`src/rtl/pc_npc_reg.sv`:
```
// pc_npc_reg: SPARC-style PC/nPC pair with delayed-branch, trap and error sequencing.
// Optional misaligned-redirect trap (type 0x07) is built when PC_ALIGN_CHECK_EN is defined.
module pc_npc_reg #(
   parameter int unsigned       WIDTH     = 32,
   parameter logic [WIDTH-1:0]  RESET_PC  = 32'h0000_0000,
   parameter logic [19:0]       TRAP_BASE = 20'h00000
) (
   input  logic             clk,
   input  logic             rst_n,
   input  logic             stall,
   input  logic             annul,
   input  logic [WIDTH-1:0] npc_plus4,
   input  logic             br_taken,
   input  logic [WIDTH-1:0] br_target,
   input  logic             jmp_valid,
   input  logic [WIDTH-1:0] jmp_target,
   input  logic             trap_req,
   input  logic [7:0]       trap_type,
   input  logic             et,
   output logic [WIDTH-1:0] pc,
   output logic [WIDTH-1:0] npc,
   output logic             pc_valid,
   output logic             trap_ack,
   output logic             error_mode,
   output logic             misalign
);

   typedef enum logic [1:0] {
      RUN       = 2'd0,
      TRAP_LOAD = 2'd1,
      ERROR     = 2'd2
   } state_e;

   localparam logic [WIDTH-1:0] RESET_NPC = RESET_PC + 32'd4;

   state_e           state_q, state_d;
   logic [WIDTH-1:0] pc_q, pc_d;
   logic [WIDTH-1:0] npc_q, npc_d;
   logic             pv_q, pv_d;
   logic             ack_q, ack_d;
   logic             err_q, err_d;

   logic [WIDTH-1:0] npc_sel;
   logic [7:0]       ttype;
   logic             trap_take;
   logic [WIDTH-1:0] vector;

   assign npc_sel = jmp_valid ? jmp_target :
                    br_taken  ? br_target  : npc_plus4;

`ifdef PC_ALIGN_CHECK_EN
   assign misalign  = (state_q == RUN) & ~stall
                    & (npc_sel[1:0] != 2'b00);
   assign trap_take = trap_req | misalign;
   assign ttype     = trap_req ? trap_type : 8'h07;
`else
   assign misalign  = 1'b0;
   assign trap_take = trap_req;
   assign ttype     = trap_type;
`endif

   assign vector = {TRAP_BASE, ttype, 4'b0000};

   always_comb begin
      state_d = state_q;
      pc_d    = pc_q;
      npc_d   = npc_q;
      pv_d    = pv_q;
      ack_d   = 1'b0;
      err_d   = err_q;
      unique case (state_q)
         RUN: begin
            // Trap entry wins over stall and every redirect
            if (trap_take) begin
               pv_d = 1'b0;
               if (et) begin
                  npc_d   = vector;
                  ack_d   = 1'b1;
                  state_d = TRAP_LOAD;
               end else begin
                  err_d   = 1'b1;
                  state_d = ERROR;
               end
            end else if (!stall) begin
               pc_d  = npc_q;
               npc_d = npc_sel;
               pv_d  = ~annul;
            end
         end
         TRAP_LOAD: begin
            if (!stall) begin
               pc_d    = npc_q;
               npc_d   = npc_plus4;
               pv_d    = 1'b1;
               state_d = RUN;
            end
         end
         ERROR: begin
            pv_d  = 1'b0;
            err_d = 1'b1;
         end
         default: state_d = RUN;
      endcase
   end

   always_ff @(posedge clk or negedge rst_n) begin
      if (!rst_n) begin
         state_q <= RUN;
         pc_q    <= RESET_PC;
         npc_q   <= RESET_NPC;
         pv_q    <= 1'b1;
         ack_q   <= 1'b0;
         err_q   <= 1'b0;
      end else begin
         state_q <= state_d;
         pc_q    <= pc_d;
         npc_q   <= npc_d;
         pv_q    <= pv_d;
         ack_q   <= ack_d;
         err_q   <= err_d;
      end
   end

   assign pc         = pc_q;
   assign npc        = npc_q;
   assign pc_valid   = pv_q;
   assign trap_ack   = ack_q;
   assign error_mode = err_q;

endmodule

```
`config.mk`:
```
export PLATFORM = sky130hd
export DESIGN_NAME = pc_npc_reg
export DESIGN_NICKNAME = d
export VERILOG_FILES = /design/src/rtl/pc_npc_reg.sv
export SDC_FILE = /design/constraint.sdc
export NUM_CORES = 1
export LEC_CHECK = 0
export BUFFER_PORTS_ARGS = -buffer_cell sky130_fd_sc_hd__buf_2
export CAP_MARGIN = 20
export CORE_MARGIN = 2
export CORE_UTILIZATION = 52
export CTS_BUF_LIST = sky130_fd_sc_hd__clkbuf_2
export DETAILED_ROUTE_END_ITERATION = 12
export PLACE_DENSITY = 0.89
export SLEW_MARGIN = 20
export SYNTH_ARGS = -nofsm -noshare
export SYNTH_HDL_FRONTEND = slang
export SYNTH_SLANG_ARGS = --single-unit
```
`constraint.sdc`:
```
create_clock -name clk -period 3 [get_ports clk]
set_input_delay 0.6 -clock clk [delete_from_list [all_inputs] [get_ports clk]]
set_output_delay 0.6 -clock clk [all_outputs]
set_load 0.005 [all_outputs]
```
== After elaboration in Yosys (flattened, before gate mapping) ==
Cells that the tools add are included.

* Add/subtract/negate cells: 0
* Reductions and logical operators: 9
* Muxes and demuxes: 24
* Eq/ne operators: 8
* Divide/modulo/power cells: 0
* Bitwise logic cells: 2
* Order comparisons: 0
* Multiply operators: 0
* Shift-type cells: 0

{| class="wikitable"
|+ Operator list
! cell !! count
|-
| 2-to-1 mux 32 bit || 8
|-
| case mux 32 bit (2 select lines) || 2
|-
| AND reduction 3 bit || 3
|-
| 2-to-1 mux 1 bit || 8
|-
| inequality test 2 bit (second input constant) || 4
|-
| 2-to-1 mux 2 bit || 3
|-
| inequality test 3 bit (second input constant) || 2
|-
| case mux 2 bit (3 select lines) || 1
|-
| AND reduction 4 bit || 1
|-
| nonzero test 2 bit || 2
|-
| case mux 1 bit (3 select lines) || 1
|-
| nonzero test 3 bit || 1
|-
| == test 2 x 1 -> 1 bit (second input constant) || 1
|-
| == test 2 bit (second input constant) || 1
|-
| logical NOT 2 bit || 1
|-
| inverter 1 bit || 2
|-
| case mux 1 bit (2 select lines) || 1
|-
| AND reduction 2 bit || 1
|}

* Bits in latches: 0
* RAM bits: 0
* Register bits after elaboration: 69
* Input bits: 112
* Memory bits (read-only): 0
* Memories kept: 0
* Output and inout port bits: 68

== Depth between registers and ports, before layout ==
* Depth after elaboration: 5
* Depth in mapped cells: 10
* Gate-level depth less buffers: 6

== Least setup slack after synthesis ==
No wires, ideal clock.

* Path type: input -> register
* Start: in trap_req
* End: reg pc_q[10], in the netlist pc[10]
* Data arrival time: 1.599 ns
* Buffers on the path: 2
* Path slack: 1.276 ns
* Cell stages on the path: 6
* Cell sequence: buf_4 nand2_2 o21ai_0 nor2_4 buf_6 mux2_2

* Cells in the longest elaborated chain, start to end: 2

{| class="wikitable"
|+ RTL lines
! what !! RTL line !! RTL
|-
| start: declaration || 17 || <nowiki>input logic trap_req,</nowiki>
|-
| inequality test 2 bit (no line) || -- ||
|-
| AND reduction 2 bit (no line) || -- ||
|-
| end signal: assignment || 116 || <nowiki>pc_q <= pc_d;</nowiki>
|-
| end: declaration || 37 || <nowiki>logic [WIDTH-1:0] pc_q, pc_d;</nowiki>
|}

Every way passes these cells.
A chain may end at the register's enable or synchronous reset.

== Final worst setup path ==
* Start: reg state_q[1]
* End: reg npc_q[6], in the netlist npc[6]

* Cells in the longest elaborated chain, start to end: 3

{| class="wikitable"
|+ RTL lines
! what !! RTL line !! RTL
|-
| start: declaration || 36 || <nowiki>state_e state_q, state_d;</nowiki>
|-
| start signal: assignment || 115 || <nowiki>state_q <= state_d;</nowiki>
|-
| == test 2 x 1 -> 1 bit / logical NOT 2 bit (equally long branches) || 71 || <nowiki>unique case (state_q)</nowiki>
|-
| inequality test 2 bit (no line), or another cell as far along || -- ||
|-
| AND reduction 4 bit (no line) || -- ||
|-
| end signal: assignment || 117 || <nowiki>npc_q <= npc_d;</nowiki>
|-
| end: declaration || 38 || <nowiki>logic [WIDTH-1:0] npc_q, npc_d;</nowiki>
|}

Several ways; a longest one is shown, not always the timed one.

==> results.toml <==
[detailed_routing]
drt-pass1-iter-count = 4
wl_per_cell_um = 16.51
ant_nets = 0
drt_iter0_drc = 107
wl_mm = 10.06
vias = 3468
drcViolationCount = 0
vias_per_cell = 5.695

[synth]
syn-num-nets = 462
seq_area_frac_synth = 0.4619
synth_adder_area_share = 0.01671
synth.top_cell.area_share = 0.4479
synth.area.mux_share = 0.1207
synthSimpleGateAreaFrac = 0.1197
synth-seq-cells = 69
synth_top_area_cell = "dfrtp_1"
synthXorXnorAreaFrac = 0
syn_inst = 345
ys_top_cells_by_area = "dfrtp_1, mux2_2, a221oi_1"
synthDistinctLibCells = 38
avgSynthCellArea_um2 = 10.85
syn-cell-area_um2 = 3744
synth_compound_area_frac = 0.2109
yosys_warnings = 0
synth_top_family_by_area = "compound AO/OA/AOI/OAI gates"

[grt]
gr-total-overflow = 0
grt_pass1_vias = 3180
antenna_found_initial = 0
grt_max_degree = 64
grtUsageTotal = 0.2457
grt_pass1_wl_mm = 14.92

[die]
fp.dieH_um = 88.85
die-area_um2 = 7894
die_w_um = 88.85
start_util = 0.5450
coreArea_um2 = 6869
pin_count = 180
fp-row-count = 30

[clocking]
ctsHoldBuffers = 0
clock-sinks = 69
root_buffer = "clkbuf_2"
clk_path_buf_depth = 2
cts_max_level = 3
post_cts_resized = 0
clock_latency_ns = 0.47
cts_post_setup_buffers_inserted = 0
cts_tree = "built"
clkTransAtPathRegs_ns = 0.21
cts_buffers = 9

[timing]
worst_pin_slew_ns = 1.019
relSlewSlack = 0.3200
min_period_over_period = 0.7907
slew_violations = 0
period_minus_slack_ns = 2.372
finClkSkew_ns = 0.03575
setup_tns_ns = 0
hold_viol = 0
setup_viol = 0
grt_setup_unrepaired = "false"
fin_hold_ws_ns = 0.1349
max_clock_freq_ghz = 0.4216

[power]
p_leak_nw = 2.232
peakVddDrop_mv = 0.5270
power.density_nw_per_um2 = 881.5

[cells_and_area]
drive_above_1_share = 0.4600
final_common_cell = "buf_2"
finish.utilization = 0.6845
final_cell_mix = "buf_2, dfrtp_1, nor2_1"
nNetsFinal = 625
layout.cells.non_filler = 609
fillers = 553
syn_to_final_growth_pct = 25.60
antenna_cells = 0

[placement]
gp_congestion = 0.8769
dpl.cell_count = 593
place_hpwl_mm = 7.344
port_buffers = 178

[worst_setup_path]
critPathLaunchType = "flop"
r2r_slack_ns = 0.63
critPathKind = "reg2reg"
crit-reg2reg-capture = "npc[6]"
required_ns = 3.37
slowest_delay_ns = 0.61
worstPathMaxFanout = 63
endpoint_kind = "flop"
path_cells = "inv_1, ha_2, or2_2, o221a_4, nor2_1, a31oi_1"
r2r_cells = 6
slowest_stage = "ha_2"
cp.arrival_ns = 2.74
timing.rr.start = "state_q[1]"

[flow_run]
drv_cap = 0

[run_status]
status = "complete, no violations"

[hold_path]
hold_class = "in2async"
## sequential cells by signal, summed over array words and instances (netlist names)
register,count
pc,32
trap_ack,1
error_mode,1
state_q,2
npc,32
pc_valid,1
## worst max path at each step
| stage | from | end | slack (ns) | cells past startpoint |
|---|---|---|---|---|
| detailed placement | br_taken | npc[14] | 0.64 | 5 |
| global route | state_q[1] | npc[3] | 0.43 | 6 |
| global placement | br_taken | npc[28] | 0.74 | 5 |
| CTS | state_q[1] | npc[12] | 0.65 | 7 |
| finish | state_q[1] | npc[6] | 0.63 | 6 |
| floorplan | trap_req | pc[10] | 1.28 | 6 |
## through the flow
step           power, mW  setup slack (ns)  area, um^2
2_1_floorplan      2.957             1.276        3744
3_3_place_gp       3.557            0.7413        4596
3_5_place_dp       3.663            0.6385        4596
4_1_cts            4.171            0.6496        4702
5_1_grt            4.463            0.4314        4702
6_report           4.145            0.6279        4702
## critical path: cells and delay by family (launching register included)
kind / cells / cell delay, ns
adder cells (fa/ha/maj): 1 / 0.61
AND/OR/NAND/NOR: 2 / 0.33
flip-flops: 1 / 0.42
AO/OA/AOI/OAI: 2 / 0.80
buffers and inverters: 1 / 0.14
## cell families after synthesis
logic type,after synthesis
multiplexers,41
AO/OA/AOI/OAI,108
buffers and inverters,39
AND/OR/NAND/NOR,82
other,1
flip-flops,69
adder cells (fa/ha/maj),5
## synth_stat cells
library cell and instances:
o21ai_0 8, a21oi_1 25, inv_1 8, nand3_1 2, o221ai_1 1, nand2b_1 2
nor3b_1 23, nor2_4 1, o211ai_1 7, a22oi_1 8, a22o_1 22, nand2_1 10
o21bai_1 1, o221a_4 1, nand3b_1 3, buf_6 12, dfstp_2 2, a31oi_1 8
a221oi_1 23, mux2_1 6, and3_1 1, or2_2 2, buf_2 6, buf_4 4
nor2_1 33, conb_1 1, nor2b_1 3, nor2b_4 1, o32a_1 1, o31ai_1 1
mux2i_1 8, nand2_2 1, ha_1 5, mux2_2 27, o21ai_1 1, clkbuf_1 9
o2bb2ai_1 1, dfrtp_1 67
## layout make-up
type	instances	area [um^2]	share of cell area
multi-input combinational	237	1763	0.3749
inverter	8	30.03	0.006386
clock buffer	11	55.05	0.01171
sequential	69	1729	0.3677
clock inverter	5	51.30	0.01091
tap	96	120.1	0.02555
timing repair buffer	183	953.4	0.2028
## metal layers
metal / wire length (um) / up-vias / global-route usage
li1: - / 1620 / -
met2: 5197 / 148 / 0.4315
met3: 578 / 16 / 0.03918
met5: 0 / - / 0
met1: 4132 / 1684 / 0.3078
met4: 146 / 0 / 0.08402
## power by group
group          switching, mW  total, mW  internal, mW
Clock                  0.323      0.517         0.194
Sequential             0.284       1.69          1.41
Combinational          0.977       1.94         0.959
Total                   1.58       4.14          2.56
Power figures use the tool's default switching activity.
